`config.mk`:
```
export PLATFORM = sky130hd
export DESIGN_NAME = vga_render
export DESIGN_NICKNAME = d
export VERILOG_FILES = /design/src/rtl/vga_render.sv
export SDC_FILE = /design/constraint.sdc
export NUM_CORES = 2
export LEC_CHECK = 0
export CAP_MARGIN = 20
export CORE_AREA = 8 8 493 495
export DETAILED_ROUTE_END_ITERATION = 10
export DIE_AREA = 0 0 501 503
export DONT_BUFFER_PORTS = 1
export PLACE_DENSITY_LB_ADDON = 0.3
export SYNTH_ARGS = -nofsm -noshare
export SYNTH_HDL_FRONTEND = slang
export SYNTH_SLANG_ARGS = --single-unit
export TNS_END_PERCENT = 20
```
`constraint.sdc`:
```
create_clock -name I_clk -period 3.6 [get_ports I_clk]
set_clock_uncertainty 0.05 [all_clocks]
set_input_delay 0.36 -clock I_clk [delete_from_list [all_inputs] [get_ports I_clk]]
set_output_delay 0.36 -clock I_clk [all_outputs]
set_load 0.005 [all_outputs]
```
`src/rtl/vga_render.sv`:
```
// vga_render: three-stage pixel pipeline that draws the obstacle map, a
// 16-pixel grid, a screen border and a blinking robot marker. All map and
// robot data are taken from a per-frame snapshot latched on the rising edge
// of vsync, so the picture never tears mid-frame. Sync is delayed to match
// the colour latency.
module vga_render #(
  parameter int H_START = 144,
  parameter int V_START = 35,
  parameter int ROBOT_R = 3
) (
  input  logic               I_clk,
  input  logic               I_rst_n,
  input  logic [9:0]         I_h_cnt,
  input  logic [9:0]         I_v_cnt,
  input  logic               I_hs,
  input  logic               I_vs,
  input  logic [1199:0]      I_map,
  input  logic signed [15:0] site_X,
  input  logic signed [15:0] site_Y,
  input  logic [4:0]         state,
  output logic [3:0]         O_red,
  output logic [3:0]         O_green,
  output logic [3:0]         O_blue,
  output logic               O_hs,
  output logic               O_vs
);

  localparam logic signed [16:0] L_R_POS = 17'(ROBOT_R);
  localparam logic signed [16:0] L_R_NEG = -L_R_POS;

  // state bit positions: {search, warning, run, inter, start}
  localparam int L_SEARCH  = 4;
  localparam int L_WARNING = 3;
  localparam int L_RUN     = 2;
  localparam int L_INTER   = 1;
  localparam int L_START   = 0;

  // active-area coordinates; unsigned wrap turns out-of-range counts inactive
  logic [9:0] w_x;
  logic [9:0] w_y;
  logic       w_active;

  assign w_x      = I_h_cnt - 10'(H_START);
  assign w_y      = I_v_cnt - 10'(V_START);
  assign w_active = (w_x < 10'd640) && (w_y < 10'd480);

  // frame snapshot registers
  logic                r_vs_d;
  logic                w_vs_rise;
  logic [1199:0]       r_snap_map;
  logic signed [15:0]  r_snap_x;
  logic signed [15:0]  r_snap_y;
  logic [4:0]          r_snap_state;
  logic [4:0]          r_frame_cnt;

  assign w_vs_rise = I_vs & ~r_vs_d;

  // Latch the frame's map, robot position and state at the end of vsync.
  // The edge detector resets high so a sync line that is idle-high at release
  // is not mistaken for an edge; the robot stays hidden until a real vs rise.
  always_ff @(posedge I_clk or negedge I_rst_n) begin
    if (!I_rst_n) begin
      r_vs_d       <= 1'b1;
      r_snap_map   <= '0;
      r_snap_x     <= -16'sd32768;
      r_snap_y     <= -16'sd32768;
      r_snap_state <= '0;
      r_frame_cnt  <= '0;
    end else begin
      r_vs_d <= I_vs;
      if (w_vs_rise) begin
        r_snap_map   <= I_map;
        r_snap_x     <= site_X;
        r_snap_y     <= site_Y;
        r_snap_state <= state;
        r_frame_cnt  <= r_frame_cnt + 5'd1;
      end
    end
  end

  // stage 1: registered coordinates and sync
  logic [9:0] r_s1_x;
  logic [9:0] r_s1_y;
  logic       r_s1_active;
  logic       r_s1_hs;
  logic       r_s1_vs;

  // Register the translated coordinates alongside the sync pulses.
  always_ff @(posedge I_clk or negedge I_rst_n) begin
    if (!I_rst_n) begin
      r_s1_x      <= '0;
      r_s1_y      <= '0;
      r_s1_active <= 1'b0;
      r_s1_hs     <= 1'b0;
      r_s1_vs     <= 1'b0;
    end else begin
      r_s1_x      <= w_x;
      r_s1_y      <= w_y;
      r_s1_active <= w_active;
      r_s1_hs     <= I_hs;
      r_s1_vs     <= I_vs;
    end
  end

  // stage 2 combinational lookups: map cell, robot window, grid and border
  logic [5:0]         w_row;
  logic [5:0]         w_col;
  logic [10:0]        w_map_idx;
  logic               w_map_bit;
  logic signed [16:0] w_dx;
  logic signed [16:0] w_dy;
  logic               w_hit;
  logic               w_grid;
  logic               w_border;

  assign w_row     = r_s1_y[9:4];
  assign w_col     = r_s1_x[9:4];
  assign w_map_idx = 11'(w_row) * 11'd40 + 11'(w_col);
  assign w_map_bit = (w_map_idx < 11'd1200) ? r_snap_map[w_map_idx] : 1'b0;
  assign w_dx      = $signed({7'b0, r_s1_x}) - $signed({r_snap_x[15], r_snap_x});
  assign w_dy      = $signed({7'b0, r_s1_y}) - $signed({r_snap_y[15], r_snap_y});
  assign w_hit     = (w_dx >= L_R_NEG) && (w_dx <= L_R_POS) &&
                     (w_dy >= L_R_NEG) && (w_dy <= L_R_POS);
  assign w_grid    = (r_s1_x[3:0] == 4'd0) || (r_s1_y[3:0] == 4'd0);
  assign w_border  = (r_s1_x == 10'd0) || (r_s1_x == 10'd639) ||
                     (r_s1_y == 10'd0) || (r_s1_y == 10'd479);

  // stage 2 registers
  logic r_s2_active;
  logic r_s2_map;
  logic r_s2_hit;
  logic r_s2_grid;
  logic r_s2_border;
  logic r_s2_hs;
  logic r_s2_vs;

  // Register the per-pixel classification flags.
  always_ff @(posedge I_clk or negedge I_rst_n) begin
    if (!I_rst_n) begin
      r_s2_active <= 1'b0;
      r_s2_map    <= 1'b0;
      r_s2_hit    <= 1'b0;
      r_s2_grid   <= 1'b0;
      r_s2_border <= 1'b0;
      r_s2_hs     <= 1'b0;
      r_s2_vs     <= 1'b0;
    end else begin
      r_s2_active <= r_s1_active;
      r_s2_map    <= w_map_bit;
      r_s2_hit    <= w_hit;
      r_s2_grid   <= w_grid;
      r_s2_border <= w_border;
      r_s2_hs     <= r_s1_hs;
      r_s2_vs     <= r_s1_vs;
    end
  end

  logic [11:0] w_state_col;
  logic        w_state_show;
  logic [11:0] w_colour;

  // Pick the robot colour from the snapshot state and resolve pixel priority;
  // a warning robot blinks off in the upper half of the frame count and then
  // falls through to the map/grid/black rules.
  always_comb begin
    w_state_col  = 12'h888;
    w_state_show = 1'b1;
    w_colour     = 12'h000;
    if (r_snap_state[L_WARNING]) begin
      w_state_col  = 12'hF00;
      w_state_show = ~r_frame_cnt[4];
    end else if (r_snap_state[L_SEARCH]) begin
      w_state_col = 12'hFF0;
    end else if (r_snap_state[L_RUN]) begin
      w_state_col = 12'h0F0;
    end else if (r_snap_state[L_INTER]) begin
      w_state_col = 12'h0FF;
    end else if (r_snap_state[L_START]) begin
      w_state_col = 12'hFFF;
    end

    if (!r_s2_active) begin
      w_colour = 12'h000;
    end else if (r_s2_border) begin
      w_colour = 12'hFFF;
    end else if (r_s2_hit && w_state_show) begin
      w_colour = w_state_col;
    end else if (r_s2_map) begin
      w_colour = 12'h00A;
    end else if (r_s2_grid) begin
      w_colour = 12'h222;
    end else begin
      w_colour = 12'h000;
    end
  end

  // stage 3: registered colour and sync outputs
  always_ff @(posedge I_clk or negedge I_rst_n) begin
    if (!I_rst_n) begin
      O_red   <= '0;
      O_green <= '0;
      O_blue  <= '0;
      O_hs    <= 1'b0;
      O_vs    <= 1'b0;
    end else begin
      O_red   <= w_colour[11:8];
      O_green <= w_colour[7:4];
      O_blue  <= w_colour[3:0];
      O_hs    <= r_s2_hs;
      O_vs    <= r_s2_vs;
    end
  end

endmodule

```
### Word-level counts from Yosys, hierarchy flattened

Index checks and enable logic that the tools add are counted.

| storage, ports and cells | value |
|---|---|
| word-level logic and storage cells | 70 |
| input port bits | 1261 |
| output and inout bits | 14 |
| register bits | 1287 |

| cells by class | value |
|---|---|
| bitwise logic cells | 3 |
| muxes and demuxes | 14 |
| $lt $le $gt $ge | 8 |
| multiply operators | 1 |
| add/sub/neg operators | 6 |
| equal/unequal tests | 2 |
| reductions and logical operators | 13 |

Operators by type and width:

| cell | number |
|---|---|
| 12-bit two-way mux | 7 |
| 17-bit by 3-bit >= comparator with 1-bit output (second input constant) | 2 |
| 17-bit by 3-bit less-or-equal comparator with 1-bit output (second input constant) | 2 |
| 11-bit by 16-bit subtractor with 17-bit output | 2 |
| 10-bit zero test | 2 |
| 10-bit two-way mux | 2 |
| 11-bit by 12-bit less-than comparator with 1-bit output (second input constant) | 1 |
| 11-bit by 6-bit adder with 11-bit output | 1 |
| 1-bit binary-select mux with 11-bit select | 1 |
| 11-bit less-than comparator (second input constant) | 1 |
| 11-bit two-way mux | 1 |
| 10-bit == test (second input constant) | 1 |
| 10-bit by 9-bit == test with 1-bit output (second input constant) | 1 |
| 10-bit less-than comparator (second input constant) | 1 |
| 10-bit by 9-bit less-than comparator with 1-bit output (second input constant) | 1 |
| 10-bit by 6-bit subtractor with 10-bit output (second input constant) | 1 |
| 10-bit by 8-bit subtractor with 10-bit output (second input constant) | 1 |
| 4-bit zero test | 2 |
| 6-bit by 3-bit multiplier with 8-bit output (second input constant) | 1 |
| 5-bit by 1-bit adder with 5-bit output (second input constant) | 1 |
| 1-bit logical AND | 5 |
| 1-bit logical OR | 4 |
| 1-bit two-way mux | 3 |
| 1-bit inverter | 2 |
| 1-bit bitwise AND | 1 |

### Logic depth before layout (Yosys ltp)

| depth | value |
|---|---|
| depth in word-level cells | 8 |
| mapped depth | 14 |
| gate-level depth less buffers | 13 |

### Worst setup path after synthesis

Ideal clock, no wire load.

| timing | value |
|---|---|
| path type | reg-to-reg |
| start | register r_s1_y[4] |
| end | register r_s2_map |
| arrival | 2917 ps |
| buffers on the path | 1 |
| clock period less this slack | 3102 ps |
| slack | 498 ps |
| library setup time | 135 ps |
| stages on the path, launching flop included | 11 |
| data required time | 3415 ps |
| cells stage by stage | dfrtp_1 > ha_1 > fa_1 > inv_1 > buf_1 > mux4_2 > a211oi_1 > a31oi_1 > or3_1 > nand4_1 > o211ai_1 |

| between the ends | value |
|---|---|
| word-level cells in the longest chain between the ends | 5 |
| elaborated cells on any way between the ends | 6 |
| classes of those cells | 1 x add/sub; 1 x mul; 1 x order compare; 3 x mux |

RTL lines:

| what | line | source |
|---|---|---|
| start, declared | 83 | `logic [9:0] r_s1_y;` |
| start signal, assigned | 98 | `r_s1_y <= w_y;` |
| 6-bit by 3-bit multiplier with 8-bit output * | 118 | `assign w_map_idx = 11'(w_row) * 11'd40 + 11'(w_col);` |
| 11-bit by 6-bit adder with 11-bit output * | 118 |  |
| 1-bit binary-select mux with 11-bit select | 119 | `assign w_map_bit = (w_map_idx < 11'd1200) ? r_snap_map[w_map_idx] : 1'b0;` |
| 1-bit two-way mux (not written as such) | 119 |  |
| 1-bit two-way mux * | 119 |  |
| net w_map_bit | 109 | `logic w_map_bit;` |
| end signal, assigned | 149 | `r_s2_map <= w_map_bit;` |
| end, declared | 130 | `logic r_s2_map;` |

The timed path passes the listed nets; every way through them passes the cells marked *. The select of a mux whose other input is x is not followed.
A chain may end at the register's enable or synchronous reset.

### Worst setup path after layout

Same ends and word-level chain as after synthesis.

==> out/metrics.yaml <==
run_status:
  run_status: "finished, final reports clean"
clocking:
  cts_buffer_count: 152
  worstSkewPairLatency_ns: 0.81
  ctsRootBufferMaster: "clkbuf_16"
  cts_tree: "done"
  path_clk_slew_ns: 0.06
  clock-sinks: 1284
  buffer_depth_of_the_longest_clock_path: 3
  cts_max_level: 4
critical_path:
  worst-path-buf-inv: 2
  critPathKind: "reg2reg"
  crit_arrival_ns: 4.09
  reg2regPathDepth: 14
  crit_top_cell: "nor4_1"
  rr_startpoint: "r_s1_y[4]$_DFF_PN0_"
  cp.required_ns: 4.21
  cp-end-kind: "flip-flop"
  delay_of_the_slowest_cell_on_the_worst_path_ns: 0.66
  r2r_slack_ns: 0.12
  crit_slowest_cell: "fa_2"
  critPathTopFamily: "adder cells"
  crit_fanout: 7
  worstPathCellList: "ha_4 -> fa_2 -> buf_12 -> buf_4 -> mux4_2 -> nor2b_1 -> a211oi_1 -> a2111oi_0 -> nor2_1 -> nand3_1 -> a21oi_1 -> nor4_1 -> nor4_1 -> o211ai_1"
  critical_path.reg2reg.endpoint: "r_s2_map$_DFF_PN0_"
  worstSetupStartpointType: "flip-flop"
timing:
  timing_hold_violations_final: 0
  aggregate_negative_setup_slack_ns: 0
  rsz0062_at_grt: "yes"
  final_worst_path_period_share_pct: 96.63
  maxSlewViolCount: 0
  finalSetupViolCount: 0
  slew_headroom_pct: 31.33
  max_freq_mhz: 287.5
  min_period_ns: 3.479
  max_slew.worst_pin.slew_ns: 1.030
routing:
  dr_total_vias: 39510
  dr.pass1.iters: 5
  detailed_route_wire_length_um: 242600
  routed_via_density: 4.655
  wl_met3_um: 14880
  top_layer: "met5"
  dr_wl_met2_um: 121000
  total_drc_errors_in_the_routed_layout: 0
  drt-wirelength-per-cell_um: 28.58
  post_route_m1_wl_um: 100400
  detail-route-antenna-nets: 0
  drt_iter0_markers: 2431
floorplan:
  start_util_pct: 24.88
  die_h_um: 503
  floorplan.die.width_um: 501
  placeableCoreArea_um2: 234500
  i_o_pin_cnt: 1275
  std_cell_rows: 178
  die_area_um2: 252000
logic_synthesis:
  synth.top_cells.by_area: "dfrtp_1 55%, mux2_2 24%, mux4_2 12%"
  synth-edff-count: 0
  seq_area_frac_synth_pct: 55.08
  netlist.top_cell.by_area: "dfrtp_1"
  netlist.area_leader.share_pct: 54.94
  ys_seq_elements: 1284
  synth_nets: 5014
  post_synth_inst_count: 3715
  synth_top_cells_by_count: "1281 x dfrtp_1, 1225 x mux2_2, 303 x mux4_2, 157 x clkbuf_1, 58 x nand2_1"
  synth-warning-count: 0
  distinct_cell_type_count_after_synthesis: 65
  synth-main-ff-cell: "dfrtp_1"
  ys_async_sr_fraction_pct: 100.0
  post_synth.cell_area_avg_um2: 15.71
  cell_with_the_most_instances_after_synthesis: "dfrtp_1"
  post_synth_instance_area_um2: 58340
placement:
  port_buffers: 0
  placedCellCount: 6830
  place.gp.congestion: 0.8277
  detailedPlacementHpwl_um: 187000
worst_hold_path:
  timing.hold.worst_path_depth: 1
  min_path_type: "in2reg"
  min_to: "r_s1_x[0]$_DFF_PN0_"
  min-delay-start: "I_h_cnt[0]"
final_layout:
  post_route_cells_drive_above_1_share_pct: 39.54
  num-fill-cells: 22520
  nNetsFinal: 6426
  final_cells: 8488
  area.growth.synth_to_final_pct: 41.33
pwr:
  cellLeakagePower_nw: 32.73
  peakVddDrop_mv: 0.4514
  design_power_total_mw: 44.83
  power_density_nw_per_um2: 543.7
global_routing:
  grt_pass1_vias: 44410
  grt_use_total_pct: 18.64
  maximum_number_of_pins_on_one_net_before_global_route_repair: 127
  first_pass_grt_wire_length_um: 340600
  antenna_violations_before_repair: 139
  grt-ovfl-total: 0
job:
  timing.max_cap.violations: 0
[power by group]
part / internal [mW] / switching (mW) / leakage, nW
logic: 5.43 / 4.99 / 15.0
registers: 16.6 / 1.38 / 15.1
clock network: 9.72 / 6.76 / 2.62
[sequential cells by signal, indices dropped and copies added (netlist names), 3 cells and up]
register and flops:
r_snap_map 1200, r_snap_x 16, r_snap_y 16, r_s1_x 10, r_s1_y 10, r_frame_cnt 5
r_snap_state 5, O_blue 3, O_green 3, O_red 3
[metal layers]
layer,track usage [%],up-vias
met5,0,-
met4,4.519,42
met3,4.637,327
met2,32.26,1433
met1,23.44,20690
li1,-,17010
[layout by cell type, fill, tap and decap left out, drive strengths merged, types with 6 or more instances in the layout]
cell type	count
nor2b	20
xnor2	25
nor4	12
nand4	10
nor3	34
nor2	33
a22o	16
ha	34
clkinv	30
mux2	1225
inv	54
a2111oi	10
clkbuf	216
dfrtp	1281
a21oi	43
a221oi	16
clkinvlp	8
buf	233
a21o	7
bufinv	14
xor2	18
o22ai	31
diode	90
mux4	303
nand3	16
o21ai	48
a211oi	13
nand2	58
dlygate4sd3	1271
mux2i	32
a22oi	37
o211ai	16
nand2b	6
[worst register-to-register path, stage by stage (launching register included)]
cell and delay, ns:
dfrtp_2 0.45, ha_4 0.19, fa_2 0.66, buf_12 0.15, buf_4 0.11, mux4_2 0.27, nor2b_1 0.14, a211oi_1 0.27
a2111oi_0 0.13, nor2_1 0.14, nand3_1 0.09, a21oi_1 0.18, nor4_1 0.07, nor4_1 0.29, o211ai_1 0.15
[area by class of cell]
type | instances | area, um^2 | area share, %
diodes | 90 | 225.2 | 0.2731
clock buffers | 214 | 4428 | 5.370
clock inverters | 61 | 979.7 | 1.188
inverters | 45 | 172.7 | 0.2094
multi-input cells | 2138 | 25240 | 30.61
flip-flops and latches | 1284 | 32150 | 38.98
well taps | 3150 | 3941 | 4.780
repair buffers | 1506 | 15320 | 18.58
[timing repair]
item | 4_1_cts | 5_1_grt
buffers inserted | 5 | 15
hold endpoints to repair | 1328 | 0
pin swaps | 4 | 6
gates cloned | 0 | 2
resized for setup | 33 | 23
setup endpoints to repair | 1 | 2
hold buffers | 1271 | 0
[how the worst max path moves through the flow]
stage / start / end / slack (ns) / depth (start not counted)
after global placement: r_s1_y[4]$_DFF_PN0_ / r_s2_map$_DFF_PN0_ / -1.10 / 12
after detailed placement: r_s1_y[4]$_DFF_PN0_ / r_s2_map$_DFF_PN0_ / -1.03 / 12
after floorplan: r_s1_y[4]$_DFF_PN0_ / r_s2_map$_DFF_PN0_ / 0.50 / 10
final: r_s1_y[4]$_DFF_PN0_ / r_s2_map$_DFF_PN0_ / 0.12 / 14
after CTS: r_s1_x[4]$_DFF_PN0_ / r_s2_map$_DFF_PN0_ / 0.004 / 13
after global routing: r_s1_y[4]$_DFF_PN0_ / r_s2_map$_DFF_PN0_ / -0.03 / 14
[logic make-up after synthesis]
| kind of cell | share of synthesized area, % |
|---|---|
| AO/OA/AOI/OAI | 3.155 |
| flip-flops | 55.08 |
| XOR/XNOR | 0.6455 |
| AND/OR/NAND/NOR | 2.020 |
| buffers and inverters | 2.348 |
| multiplexers | 35.89 |
| adder cells (fa/ha/maj) | 0.8664 |
[metrics by stage]
step | hold WS, ns | cell area, um^2 | setup WS (ns) | util, %
final | 0.1238 | 82460 | 0.1214 | 35.16
after global routing | 0.05332 | 82420 | -0.02936 | 35.14
after CTS | 0.01640 | 81930 | 0.003519 | 34.94
after detailed placement | 0.2864 | 63550 | -1.035 | 27.10
after global placement | 0.2835 | 63550 | -1.098 | 27.10
after floorplan | 0.01441 | 58340 | 0.4985 | -
(Power assumes the default switching activity.)
